### config.mk
export PLATFORM = sky130hd
export DESIGN_NAME = serial_subtractor
export DESIGN_NICKNAME = d
export VERILOG_FILES = /design/src/rtl/serial_subtractor.sv
export SDC_FILE = /design/constraint.sdc
export NUM_CORES = 1
export LEC_CHECK = 0
export CELL_PAD_IN_SITES_DETAIL_PLACEMENT = 1
export CELL_PAD_IN_SITES_GLOBAL_PLACEMENT = 2
export CORE_ASPECT_RATIO = 0.75
export CORE_MARGIN = 3
export CORE_UTILIZATION = 30
export CTS_CLUSTER_DIAMETER = 50
export DETAILED_ROUTE_END_ITERATION = 12
export GPL_ROUTABILITY_DRIVEN = 0
export HOLD_SLACK_MARGIN = 0.02
export PLACE_DENSITY_LB_ADDON = 0.1
export SLEW_MARGIN = 10
export SYNTH_ARGS = -nofsm -noshare
export SYNTH_HDL_FRONTEND = slang
export SYNTH_SLANG_ARGS = --single-unit
### constraint.sdc
create_clock -name clk -period 2 [get_ports clk]
set_input_delay 0.4 -clock clk [delete_from_list [all_inputs] [get_ports clk]]
set_output_delay 0.4 -clock clk [all_outputs]
set_load 0.005 [all_outputs]
### src/rtl/serial_subtractor.sv
// Bit-serial subtractor: one difference bit per RUN cycle, LSB first, result registered on DONE.
// Latency WIDTH+1 edges to done; start is only taken in IDLE and never queued.
module serial_subtractor #(
  parameter int WIDTH = 8
) (
  input  logic             clk,
  input  logic             rst_n,
  input  logic             start,
  input  logic [WIDTH-1:0] a,
  input  logic [WIDTH-1:0] b,
  input  logic             bin,
  output logic             ready,
  output logic             done,
  output logic [WIDTH-1:0] diff,
  output logic             bout,
  output logic             ovf
);

  localparam int CW = (WIDTH > 2) ? $clog2(WIDTH) : 1;
  localparam logic [CW-1:0] LAST = CW'(WIDTH - 1);

  typedef enum logic [1:0] {S_IDLE, S_RUN, S_DONE} state_t;

  state_t           r_state;
  state_t           w_next;
  logic [CW-1:0]    r_cnt;
  logic [WIDTH-1:0] r_a;
  logic [WIDTH-1:0] r_b;
  logic             r_br;

  logic w_ai, w_bi, w_d, w_br_nxt, w_last;

  assign w_ai     = r_a[0];
  assign w_bi     = r_b[0];
  assign w_d      = w_ai ^ w_bi ^ r_br;
  assign w_br_nxt = (~w_ai & w_bi) | (~(w_ai ^ w_bi) & r_br);
  assign w_last   = (r_cnt == LAST);

  always_ff @(posedge clk or negedge rst_n) begin
    if (!rst_n) r_state <= S_IDLE;
    else        r_state <= w_next;
  end

  always_comb begin
    w_next = r_state;
    case (r_state)
      S_IDLE:  if (start) w_next = S_RUN;
      S_RUN:   if (w_last) w_next = S_DONE;
      S_DONE:  w_next = S_IDLE;
      default: w_next = S_IDLE;
    endcase
  end

  always_comb begin
    ready = (r_state == S_IDLE);
    done  = (r_state == S_DONE);
  end

  // Difference bits shift into the vacated top of r_a, so after the last bit it holds the result.
  always_ff @(posedge clk or negedge rst_n) begin
    if (!rst_n) begin
      r_cnt <= '0;
      r_a   <= '0;
      r_b   <= '0;
      r_br  <= 1'b0;
      diff  <= '0;
      bout  <= 1'b0;
      ovf   <= 1'b0;
    end else begin
      case (r_state)
        S_IDLE: begin
          if (start) begin
            r_a   <= a;
            r_b   <= b;
            r_br  <= bin;
            r_cnt <= '0;
          end
        end
        S_RUN: begin
          r_a  <= {w_d, r_a[WIDTH-1:1]};
          r_b  <= {1'b0, r_b[WIDTH-1:1]};
          r_br <= w_br_nxt;
          if (w_last) begin
            diff <= {w_d, r_a[WIDTH-1:1]};
            bout <= w_br_nxt;
            ovf  <= r_br ^ w_br_nxt;
          end else begin
            r_cnt <= r_cnt + 1'b1;
          end
        end
        default: ;
      endcase
    end
  end

endmodule

# Word-level counts from Yosys, hierarchy flattened
# Index checks and enable logic that the tools add are counted.
op_classes:
  reduce_logical: 6
  mux: 12
  n_bitwise: 8
  mul: 0
  eq_ne: 6
  div: 0
  n_lt_le_gt_ge: 0
  shift: 0
  addsub: 1
ops:
  columns: ["op", "count"]
  rows:
  - ["case mux 8 bit (2 select lines)", 2]
  - ["2-to-1 mux 8 bit", 2]
  - ["2-to-1 mux 3 bit", 2]
  - ["inequality test 2 bit, second input constant", 3]
  - ["case mux 3 bit (2 select lines)", 1]
  - ["AND reduction 2 bit", 3]
  - ["2-to-1 mux 2 bit", 2]
  - ["case mux 2 bit (2 select lines)", 1]
  - ["adder 3 x 1 -> 3 bit, second input constant", 1]
  - ["equality test 3 bit, second input constant", 1]
  - ["AND reduction 3 bit", 1]
  - ["XOR 1 bit", 3]
  - ["AND 1 bit", 2]
  - ["equality test 2 x 1 -> 1 bit, second input constant", 1]
  - ["equality test 2 bit, second input constant", 1]
  - ["zero test 2 bit", 1]
  - ["inverter 1 bit", 2]
  - ["case mux 1 bit (2 select lines)", 1]
  - ["nonzero test 2 bit", 1]
  - ["2-to-1 mux 1 bit", 1]
  - ["bitwise OR 1 bit", 1]
totals:
  input_bits: 20
  romBits: 0
  elab_cells: 41
  ram_bits: 0
  memories: 0
  latch_bits: 0
  out_inout_bits: 12
  reg_bits: 32

# Depth between registers and ports, before layout
# Gate-level depths: netlist of the first run.
depth:
  word_depth: 5
  depth_mapped: 6
  depth_no_buf: 5

# Least setup slack after synthesis of the first run
# OpenSTA, ideal clock, no wires.
synth_timing:
  kind: "register to register"
  startpoint: "reg r_cnt[0]"
  endpoint: "reg diff[1]"
  setup_ps: 125
  path_buffers: 1
  path_slack_ps: 489
  synth_period_minus_slack_ps: 1511
  required_ps: 1875
  t_arrival_ps: 1386
  stages_incl_launch_ff: 6
  cell_sequence: "dfrtp_1 > ha_1 > ha_1 > nand3b_4 > buf_6 > mux2_4"
synth_via:
  elab_chain_cells: 2
synth_lines:
  columns: ["item", "line_no", "source"]
  rows:
  - ["from (decl)", "26", "logic [CW-1:0] r_cnt;"]
  - ["from (signal assigned)", "88", "r_cnt <= r_cnt + 1'b1;"]
  - ["equality test 3 bit", "37", "assign w_last = (r_cnt == LAST);"]
  - ["AND reduction 2 bit (no line)", null, null]
  - ["to (signal assigned)", "84", "diff <= {w_d, r_a[WIDTH-1:1]};"]
  - ["to (decl)", "14", "output logic [WIDTH-1:0] diff,"]
# No other way between the ends.
# A chain may end at the register's enable or synchronous reset.

# Worst setup path in the final report of the first run
layout_timing:
  startpoint: "reg r_state[1]"
  endpoint: "out done"
layout_via:
  elab_chain_cells: 1
layout_lines:
  columns: ["item", "line_no", "source"]
  rows:
  - ["from (decl)", "24", "state_t r_state;"]
  - ["from (signal assigned)", "41", "else r_state <= w_next;"]
  - ["equality test 2 bit", "56", "done = (r_state == S_DONE);"]
  - ["to (decl)", "13", "output logic done,"]
# No other way between the ends.

==> results of run 1 <==
repair_timing:
| action | CTS | global route |
|---|---|---|
| buffers inserted | 0 | 0 |
| gates resized for setup | 1 | 1 |
| hold buffers | 0 | 0 |
| cloned | 0 | 0 |
| pin swaps | 0 | 0 |
| setup endpoints to repair | 1 | 1 |
| hold endpoints to repair | 0 | 0 |
routing by layer:
layer / share of wire [%] / global-route usage [%] / up-vias / wire length (um)
met5: 0 / 0 / - / 0
met4: 1.0 / 4.21 / 0 / 38
met3: 4.6 / 4.08 / 5 / 173
met2: 46 / 22.0 / 27 / 1730
met1: 49 / 19.0 / 602 / 1850
li1: - / - / 568 / -
where the power goes:
part	internal [mW]	switching, mW	total, mW	leakage, nW
combinational	0.603	0.488	1.09	0.398
clock	0.281	0.238	0.519	0.0455
sequential	0.946	0.268	1.21	0.356
worst min-delay path, delay by kind of cell (launching register included):
family          cells  cell delay [ns]
compound gates      1             0.06
flops               1             0.34
simple gates        1             0.05
sequential cells by signal, indices dropped and copies added (netlist names):
| register | count |
|---|---|
| diff | 8 |
| r_a | 8 |
| r_b | 8 |
| r_cnt | 3 |
| r_state | 2 |
| bout | 1 |
| ovf | 1 |
| r_br | 1 |
how the worst max path moves through the flow:
stage	slack (ns)	start	endpoint
5_1_grt	0.01	r_state[1]	done
6_report	0.10	r_state[1]	done
3_5_place_dp	0.22	start	r_b[4]
3_3_place_gp	0.27	start	r_a[3]
4_1_cts	0.05	r_state[0]	ready
2_1_floorplan	0.49	r_cnt[0]	diff[1]
synthesized netlist by cell type (2+ instances only):
| cell | number |
|---|---|
| inv_1 | 5 |
| o21ai_0 | 9 |
| a22oi_1 | 2 |
| a21oi_1 | 17 |
| ha_1 | 2 |
| nand2_1 | 4 |
| nor2_1 | 5 |
| buf_6 | 2 |
| mux2_4 | 5 |
| o22ai_1 | 30 |
| buf_2 | 5 |
| nand2b_1 | 2 |
| mux2_2 | 3 |
| dfrtp_1 | 32 |
final cells by class:
class,count,area (sq um)
tap,57,71.3
multi-input combinational,87,601
clock buffer,8,90.1
fill,506,2670
timing repair buffer,35,340
inverter,6,22.5
sequential,32,802
cell families (layout without fill, tap and decap cells):
group           count (synthesis)  count (layout)
buf+inv                        15              49
fa+ha+maj                       3               3
mux                             8               8
simple gates                   16              16
compound gates                 59              59
xor+xnor                        1               1
flops                          32              32
through the flow:
stage	worst slack (ns)	util, %	cell area, sq um	hold WS (ns)	power [mW]
2_1_floorplan	0.489	-	1480	0.104	1.88
3_3_place_gp	0.269	39.9	1830	0.464	2.27
4_1_cts	0.0535	41.9	1920	0.498	2.85
3_5_place_dp	0.217	39.9	1830	0.483	2.33
5_1_grt	0.0101	41.9	1930	0.521	3.05
6_report	0.104	41.9	1930	0.490	2.82
==> summary.md, run 1 <==
| Metric | Value |
|---|---|
| Clock Skew | 0.00477 ns |
| Synth top area share | 54.1% |
| Reg-to-Reg Start | r_cnt[0] |
| Root buffer cell | clkbuf_8 |
| R2R Path End | diff[0] |
| CP Cell Sequence | inv_1, nor2_1, clkdlybuf4s50_1 |
| Mapped Area | 1480 sq um |
| Synth cell types | 25 |
| Slew Limit Fails | 0 |
| Largest net degree at the start of global routing | 33 |
| Simple-Gate Fraction of Synth Area | 6.17% |
| Nets | 190 |
| Initial cell density of the core | 32.2% |
| Worst path depth | 3 |
| Area contributors post-synth | dfrtp_1, o22ai_1, a21oi_1 |
| Area Overhead vs Synth | 30.2% |
| Synth Area in Adders | 3.04% |
| Clock sink count | 32 |
| Crit path time final | 1.90 ns |
| Clk_lat worst skew | 0.28 ns |
| Die Area | 5820 sq um |
| TritonCTS buffer count | 5 |
| Ys flop type | dfrtp_1 |
| Dominant cell type by area after synthesis | dfrtp_1 |
| Critical path buffers and inverters | 2 |
| Layout cells sized above 1 | 13.7% |
| Hold EP | bout |
| Initial antenna violation count | 0 |
| Finish-stage setup viols | 0 |
| DR pass1 iterations | 4 |
| Synthesized flop and latch total | 32 |
| DR iter-0 viols | 59 |
| Row count | 21 |
| CP required | 1.60 ns |
| GRT Overall Usage | 14.1% |
| Register area share after synthesis | 54.1% |
| Worst setup SP type | flop |
| CTS tree | built |
| GRT overflow | 0 |
| Core area | 4600 sq um |
| Slowest-stage cell, CP | clkdlybuf4s50_1 |
| Worst hold path startpoint | bout |
| Hold WC Path Type | flop to flop |
| Syn_area_per_cell | 11.0 sq um |
| Leakage Power | 0.799 nW |
| Worst slew margin | 55.4% |
| Largest family of logic cells by synthesized area | compound AO/OA/AOI/OAI gates |
| CP Data Arrival Time | 1.50 ns |
| IO Pins | 32 |
| Crit. End Element | output pin |
| Commonest cells after routing, fill and taps aside | dfrtp_1, clkdlybuf4s50_1, o22ai_1, a21oi_1, o21ai_0 |
| Clock-pin slew on the worst setup and hold paths | 0.07 ns |
| Cells after Synth | 134 |
| Die height | 66.8 um |
| Max incr delay on CP | 0.51 ns |
| Post-synthesis xor/xnor area fraction | 0.592% |
| DRC Markers | 0 |
| RSZ-0062 raised after global routing | no |
| Detailed-route via count | 1202 |
| Port bufs | 31 |
| Vias in the first global route | 1238 |
| EDFF count, synth | 0 |
| Post-synthesis mux area share | 7.35% |
| Final Routed Wirelength | 3790 um |
| Inst Count DP | 217 |
| Worst r2r path cells | 4 |
| H-tree levels | 2 |
| F_max | 0.527 GHz |
| Non-filler instance count after layout | 225 |
| First-pass GRT wire length | 6240 um |
| Vias per cell | 5.34 |
| Slew @ Worst Pin | 0.668 ns |
| Status | complete, no violations |
| Deepest clock path buffer count | 2 |
| Max Cap Viol | 0 |
| DR WL/cell | 16.8 um |
| Setup TNS Final | 0 ns |
| Detailed Place HPWL | 2580 um |
| Delay-heaviest family, CP | buffers and inverters |
| Syn. warnings | 0 |
| Synth Area in Compound Gates | 23.2% |
| R2R setup slack | 0.33 ns |
| Ys async rst share | 100% |
| Endpoints failing hold | 0 |
| Post-route clock period utilization | 94.8% |
| Diode count | 0 |
| PD cells | 1470 nW/um^2 |
| Peak VDD IR | 0.458 mV |
| Post-synth net total | 157 |
| CP max FO | 13 |
| Antenna Nets Post-Route | 0 |
| Kind of critical path | flop to output pin |
| Overall die width | 87.1 um |
| Hold Path Depth | 2 |
(Power assumes the default switching activity.)
==> inputs of run 2 (changes only) <==
--- a/config.mk
+++ b/config.mk
@@ -5,12 +5,14 @@
 export SDC_FILE = /design/constraint.sdc
 export NUM_CORES = 1
 export LEC_CHECK = 0
+export ABC_CLOCK_PERIOD_IN_PS = 2000
 export CELL_PAD_IN_SITES_DETAIL_PLACEMENT = 1
 export CELL_PAD_IN_SITES_GLOBAL_PLACEMENT = 2
 export CORE_ASPECT_RATIO = 0.75
 export CORE_MARGIN = 3
 export CORE_UTILIZATION = 30
 export CTS_CLUSTER_DIAMETER = 50
+export CTS_CLUSTER_SIZE = 16
 export DETAILED_ROUTE_END_ITERATION = 12
 export GPL_ROUTABILITY_DRIVEN = 0
 export HOLD_SLACK_MARGIN = 0.02
==> results of run 2 <==
No change in the layout: final DEF, timing and power equal those of run 1.
